**src/rtl/fcmp_pipe.sv**
```systemverilog
// rtl/fcmp_pipe.sv - two-stage handshaked binary32 compare (feq/flt/fle); FCMP_STATS_EN adds transfer counters
module fcmp_pipe #(
  parameter int STAGES = 2,
  parameter int CNT_W  = 16
) (
  input  logic             clk,
  input  logic             rst,
  input  logic             in_valid,
  output logic             in_ready,
  input  logic [31:0]      x1,
  input  logic [31:0]      x2,
  input  logic [1:0]       op,
  output logic             out_valid,
  input  logic             out_ready,
  output logic             y,
  output logic             exception
`ifdef FCMP_STATS_EN
  ,
  output logic [CNT_W-1:0] cnt_cmp,
  output logic [CNT_W-1:0] cnt_exc
`endif
);

  // Only the fixed two-stage arrangement is implemented.
  generate
    if (STAGES != 2 || CNT_W < 1) begin : g_bad_params
      $error("fcmp_pipe: STAGES must be 2 and CNT_W at least 1");
    end
  endgenerate

  logic        s1_valid;
  logic [1:0]  s1_op;
  logic        s1_sa;
  logic        s1_sb;
  logic [30:0] s1_ma;
  logic [30:0] s1_mb;
  logic        s1_nan_a;
  logic        s1_nan_b;

  logic adv1;
  logic adv2;
  logic nan_a_in;
  logic nan_b_in;

  logic both_zero;
  logic eq;
  logic lt;
  logic exc_c;
  logic y_c;

  // Stage advance: the output register moves when empty or drained; S1 moves when S2 can take it.
  always_comb begin
    adv2     = !out_valid || out_ready;
    adv1     = !s1_valid || adv2;
    in_ready = adv1;
    nan_a_in = (x1[30:23] == 8'hFF) && (x1[22:0] != 23'd0);
    nan_b_in = (x2[30:23] == 8'hFF) && (x2[22:0] != 23'd0);
  end

  // S1 valid bit and output stage; reset discards everything in flight.
  always_ff @(posedge clk) begin
    if (rst) begin
      s1_valid  <= 1'b0;
      out_valid <= 1'b0;
      y         <= 1'b0;
      exception <= 1'b0;
    end else begin
      if (adv1) begin
        s1_valid <= in_valid;
      end
      if (adv2) begin
        out_valid <= s1_valid;
        y         <= s1_valid & y_c;
        exception <= s1_valid & exc_c;
      end
    end
  end

  // S1 operand latch; contents are ignored whenever s1_valid is low.
  always_ff @(posedge clk) begin
    if (adv1) begin
      s1_op    <= op;
      s1_sa    <= x1[31];
      s1_sb    <= x2[31];
      s1_ma    <= x1[30:0];
      s1_mb    <= x2[30:0];
      s1_nan_a <= nan_a_in;
      s1_nan_b <= nan_b_in;
    end
  end

  // Sign-magnitude ordering; +0 and -0 are equal, denormals and infinities compare by raw magnitude.
  always_comb begin
    both_zero = (s1_ma == 31'd0) && (s1_mb == 31'd0);
    eq        = both_zero || ((s1_sa == s1_sb) && (s1_ma == s1_mb));
    if (both_zero) begin
      lt = 1'b0;
    end else if (s1_sa != s1_sb) begin
      lt = s1_sa;
    end else if (!s1_sa) begin
      lt = (s1_ma < s1_mb);
    end else begin
      lt = (s1_ma > s1_mb);
    end
    exc_c = s1_nan_a || s1_nan_b || (s1_op == 2'b11);
    y_c   = 1'b0;
    if (!exc_c) begin
      case (s1_op)
        2'b00:   y_c = eq;
        2'b01:   y_c = lt;
        2'b10:   y_c = lt | eq;
        default: y_c = 1'b0;
      endcase
    end
  end

`ifdef FCMP_STATS_EN
  // Saturating counts of output transfers and of those flagged as exceptions.
  always_ff @(posedge clk) begin
    if (rst) begin
      cnt_cmp <= '0;
      cnt_exc <= '0;
    end else if (out_valid && out_ready) begin
      if (cnt_cmp != {CNT_W{1'b1}}) begin
        cnt_cmp <= cnt_cmp + 1'b1;
      end
      if (exception && (cnt_exc != {CNT_W{1'b1}})) begin
        cnt_exc <= cnt_exc + 1'b1;
      end
    end
  end
`endif

endmodule

```
**config.mk**
```make
export PLATFORM = sky130hd
export DESIGN_NAME = fcmp_pipe
export DESIGN_NICKNAME = d
export VERILOG_FILES = /design/src/rtl/fcmp_pipe.sv
export SDC_FILE = /design/constraint.sdc
export NUM_CORES = 1
export LEC_CHECK = 0
export ABC_AREA = 0
export CELL_PAD_IN_SITES_DETAIL_PLACEMENT = 1
export CELL_PAD_IN_SITES_GLOBAL_PLACEMENT = 1
export CORE_ASPECT_RATIO = 1.2
export CORE_MARGIN = 1
export CORE_UTILIZATION = 43
export DETAILED_ROUTE_END_ITERATION = 6
export PLACE_DENSITY = 0.85
export SYNTH_ARGS = -nofsm -noshare
export SYNTH_HDL_FRONTEND = slang
export SYNTH_SLANG_ARGS = --single-unit
export TNS_END_PERCENT = 1
```
**constraint.sdc**
```tcl
create_clock -name clk -period 9.5 [get_ports clk]
set_input_delay 2.85 -clock clk [delete_from_list [all_inputs] [get_ports clk]]
set_output_delay 2.85 -clock clk [all_outputs]
set_load 0.05 [all_outputs]
```
==> results.md <==
* XOR/XNOR Fraction of Synth Area at 0.526%
* Pint at 506 µW
* GRT met1 Usage at between 20 and 30%
* Post-synthesis mux area share at 0%
* Fmax at 135 MHz
* Synth Area in Adders at between 10% and 20%
* Routed Antenna Nets at 0
* Most frequent cells in the layout: 73 x clkdlybuf4s50_1, 68 x edfxtp_1, 32 x inv_1
* Final setup viols at 0
* Kind of critical path: in -> out
* Post-Syn Nets at about 360
* CP max FO at 7
* Most common cell after layout, fill and taps aside: clkdlybuf4s50_1
* Combinational Power Share at between 10% and 20%
* CP peak stage delay at ~750 ps
* Worst VDD drop at 0.0952 mV
* CTS tree: yes
* NetSw at roughly 170 µW
* RePlAce Congestion at just under 0.9
* H-tree depth at 3
* Final critical-path required period at 7430 ps
* Clock tree sinks at 72
* Max-cap viol count at 0
* Pins over their slew limit at 0
* DP Area at between 0.004 and 0.005 mm²
* Crit start category: input pin
* Post-Synth Simple-Gate Area at a little over an eighth
* Die Area at ~0.0081 mm²
* P&R area growth vs syn at 30.6%
* Die Y at just under 100 µm
* Filler Cell Count at about 750
* Wire length of the first global-routing pass at between 10000 and 15000 µm
* Hold crit path type: reg -> reg
* Power Dens Cells at 155 mW/mm²
* Sum Neg Setup Slack at 0 ps
* Tot Pwr at 674 µW
* Main flop type after synthesis: edfxtp_1
* Vias at around 2400
* Vias in the first global route at between 2000 and 3000
* LEAKAGE at approximately 1.7 nW
* Worst-path cell with the longest stage delay: clkdlybuf4s50_1
* Arrival @ worst endpoint at approximately 4600 ps
* DRC violations left at 0
* Total wire length at roughly 8600 µm
* Worst endpoint required time at 6650 ps
* Final Hold Fails at 0
* Post-layout nets at around 440
* Crit path cell chain: clkdlybuf4s50_1 > nor2b_1 > nand2_2 > clkdlybuf4s50_1
* Yosys cell types at 36
* Largest net degree at the start of global routing at between 60 and 70
* Core ar. at 0.00736 mm²
* Clock-pin transition on the worst setup and hold timing paths at 80 ps
* R2r startpoint: s1_ma[12]
* Critical path origin: out_ready
* Seq/Total Area, Yosys at between 60% and 70%
* Crit. End Element: primary output
* RSZ-0062 raised after global routing: false
* Clock Path Buffers at 2
* Gr ovfl total at 0
* CTS Buf Count at 9
* Diode count at 0
* I/O pin count at 74
* Largest family of logic cells by synthesized area: simple AND/OR/NAND/NOR gates
* #FFs+latches synth at 72
* Clock power share at between 30% and 40%
* Layout cell share with drive strength beyond 1 at about 6.7%
* Synthesized area at about 0.0033 mm²
* DP HPWL at just under 7000 µm
* Chip width at between 80 and 90 µm
* Buf+Inv Stages, Crit Path at 2
* Post-synth EDFFs at between 60 and 70
* Setup Buffers After CTS at 0
* Global routing's busiest layer: met2
* Worst path depth at 4
* GR Layer Usage met2 at roughly two fifths
* GRT Overall Usage at between 20 and 25%
* Sequential power share at 56.3%
* Sw Ratio at between 20% and 30%
* Clk Latency, worst-skew pair at 350 ps
* Cells after synthesis at approximately 250
* Clock root buffer master: clkbuf_8
* Hold Path Cell Cnt at 2
* Hold buffers post-CTS at 0
* Synth warnings at 0
* Initial antenna violation count at 0
* Fin util at between 50% and 60%
* Worst reg2reg path depth at 8
* Clock Skews at ~12 ps
* Port bufs at 73
* First drt pass iteration count at 4
* Crit path max-delay family: buffers and inverters
* Post_cts resized at 0
* # rows at 34
* Worst slew pin tran at ~850 ps
* Hold Crit Start: exception
* Syn avg cell area at about 13 µm²
* DRT iter0 DRCs at between 100 and 150
* Critical path's most frequent cell: clkdlybuf4s50_1
* WL/cell at between 15 and 20 µm
* Compound-cell area share of the yosys netlist at just under 7%
* M3 GR Usage at about 4.2%
* Outcome: complete, no violations
* Relative slew slack at 43.4%
* Initial core utilization at 45.3%
* DR vias/cell at 5.61
* Post-synthesis async set-or-reset flop share at 0%
* Fin area at about 0.0044 mm²
* Final period util at about four fifths
## synth_stat cells (2+ instances only)
master | n | area [µm²]
o21bai_1 | 2 | 15.0
nand4_1 | 14 | 87.6
nand2_1 | 12 | 45.0
ha_1 | 31 | 388
nor4_1 | 26 | 163
edfxtp_1 | 68 | 2040
nand3_1 | 4 | 20.0
a21o_1 | 2 | 15.0
a21oi_1 | 13 | 65.1
nor2_1 | 14 | 52.6
dfxtp_1 | 4 | 80.1
a211oi_1 | 2 | 15.0
inv_1 | 32 | 120
nor3_1 | 6 | 30.0
o21ai_0 | 3 | 15.0
## per-layer routing
layer | vias to the layer above | share of wire, %
li1 | 1154 | -
met1 | 1179 | 42
met2 | 72 | 51
met3 | 25 | 3.1
met4 | 0 | 3.6
met5 | - | 0
## cells by family after synthesis
kind of cell	Yosys count
AO/OA/AOI/OAI	33
XOR/XNOR	2
adder cells (fa/ha/maj)	31
buffers and inverters	33
flip-flops	72
AND/OR/NAND/NOR	83
## worst register-to-register path, delay by kind of cell, from the launching register on
kind | cells | cell delay (ps)
compound gates | 6 | 1630
simple gates | 1 | 90
flops | 1 | 420
fa+ha+maj | 1 | 360
## sequential cells by signal, indices dropped and copies added, names as in the netlist
signal / flops
s1_ma: 31
s1_mb: 31
s1_op: 2
exception: 1
out_valid: 1
s1_nan_a: 1
s1_nan_b: 1
s1_sa: 1
s1_sb: 1
s1_valid: 1
y: 1
## area by class of cell
cell class | count | area [µm²] | share of cell area, %
sequential | 72 | 2120 | 48.8
multi-input combinational | 149 | 1090 | 25.0
timing repair buffer | 74 | 738 | 17.0
clock buffer | 9 | 124 | 2.85
inverter | 32 | 120 | 2.76
tap | 90 | 113 | 2.59
clock inverter | 7 | 46.3 | 1.06
## worst paths after layout
check	slack, ps	end
worst max-delay path	2070	in_ready
worst max register to register	6920	y
worst min register to register	520	exception
worst min-delay path	520	exception
## stage by stage
| step | cells | hold slack, ps | worst slack (ps) |
|---|---|---|---|
| final | 433 | 517 | 2070 |
| after global routing | 433 | 561 | 1970 |
| after CTS | 433 | 525 | 2050 |
| after detailed placement | 417 | 504 | 2080 |
| after global placement | 417 | 498 | 2090 |
| after floorplan | 254 | 494 | 1860 |
## power groups by stage
stage | registers [mW] | logic (mW) | clock network, mW
3_5_place_dp | 0.386 | 0.0824 | 0
2_1_floorplan | 0.381 | 0.0353 | 0
4_1_cts | 0.379 | 0.0835 | 0.216
5_1_grt | 0.381 | 0.0926 | 0.226
6_report | 0.379 | 0.0829 | 0.212
3_3_place_gp | 0.385 | 0.0775 | 0
Power figures use the tool's default switching activity.
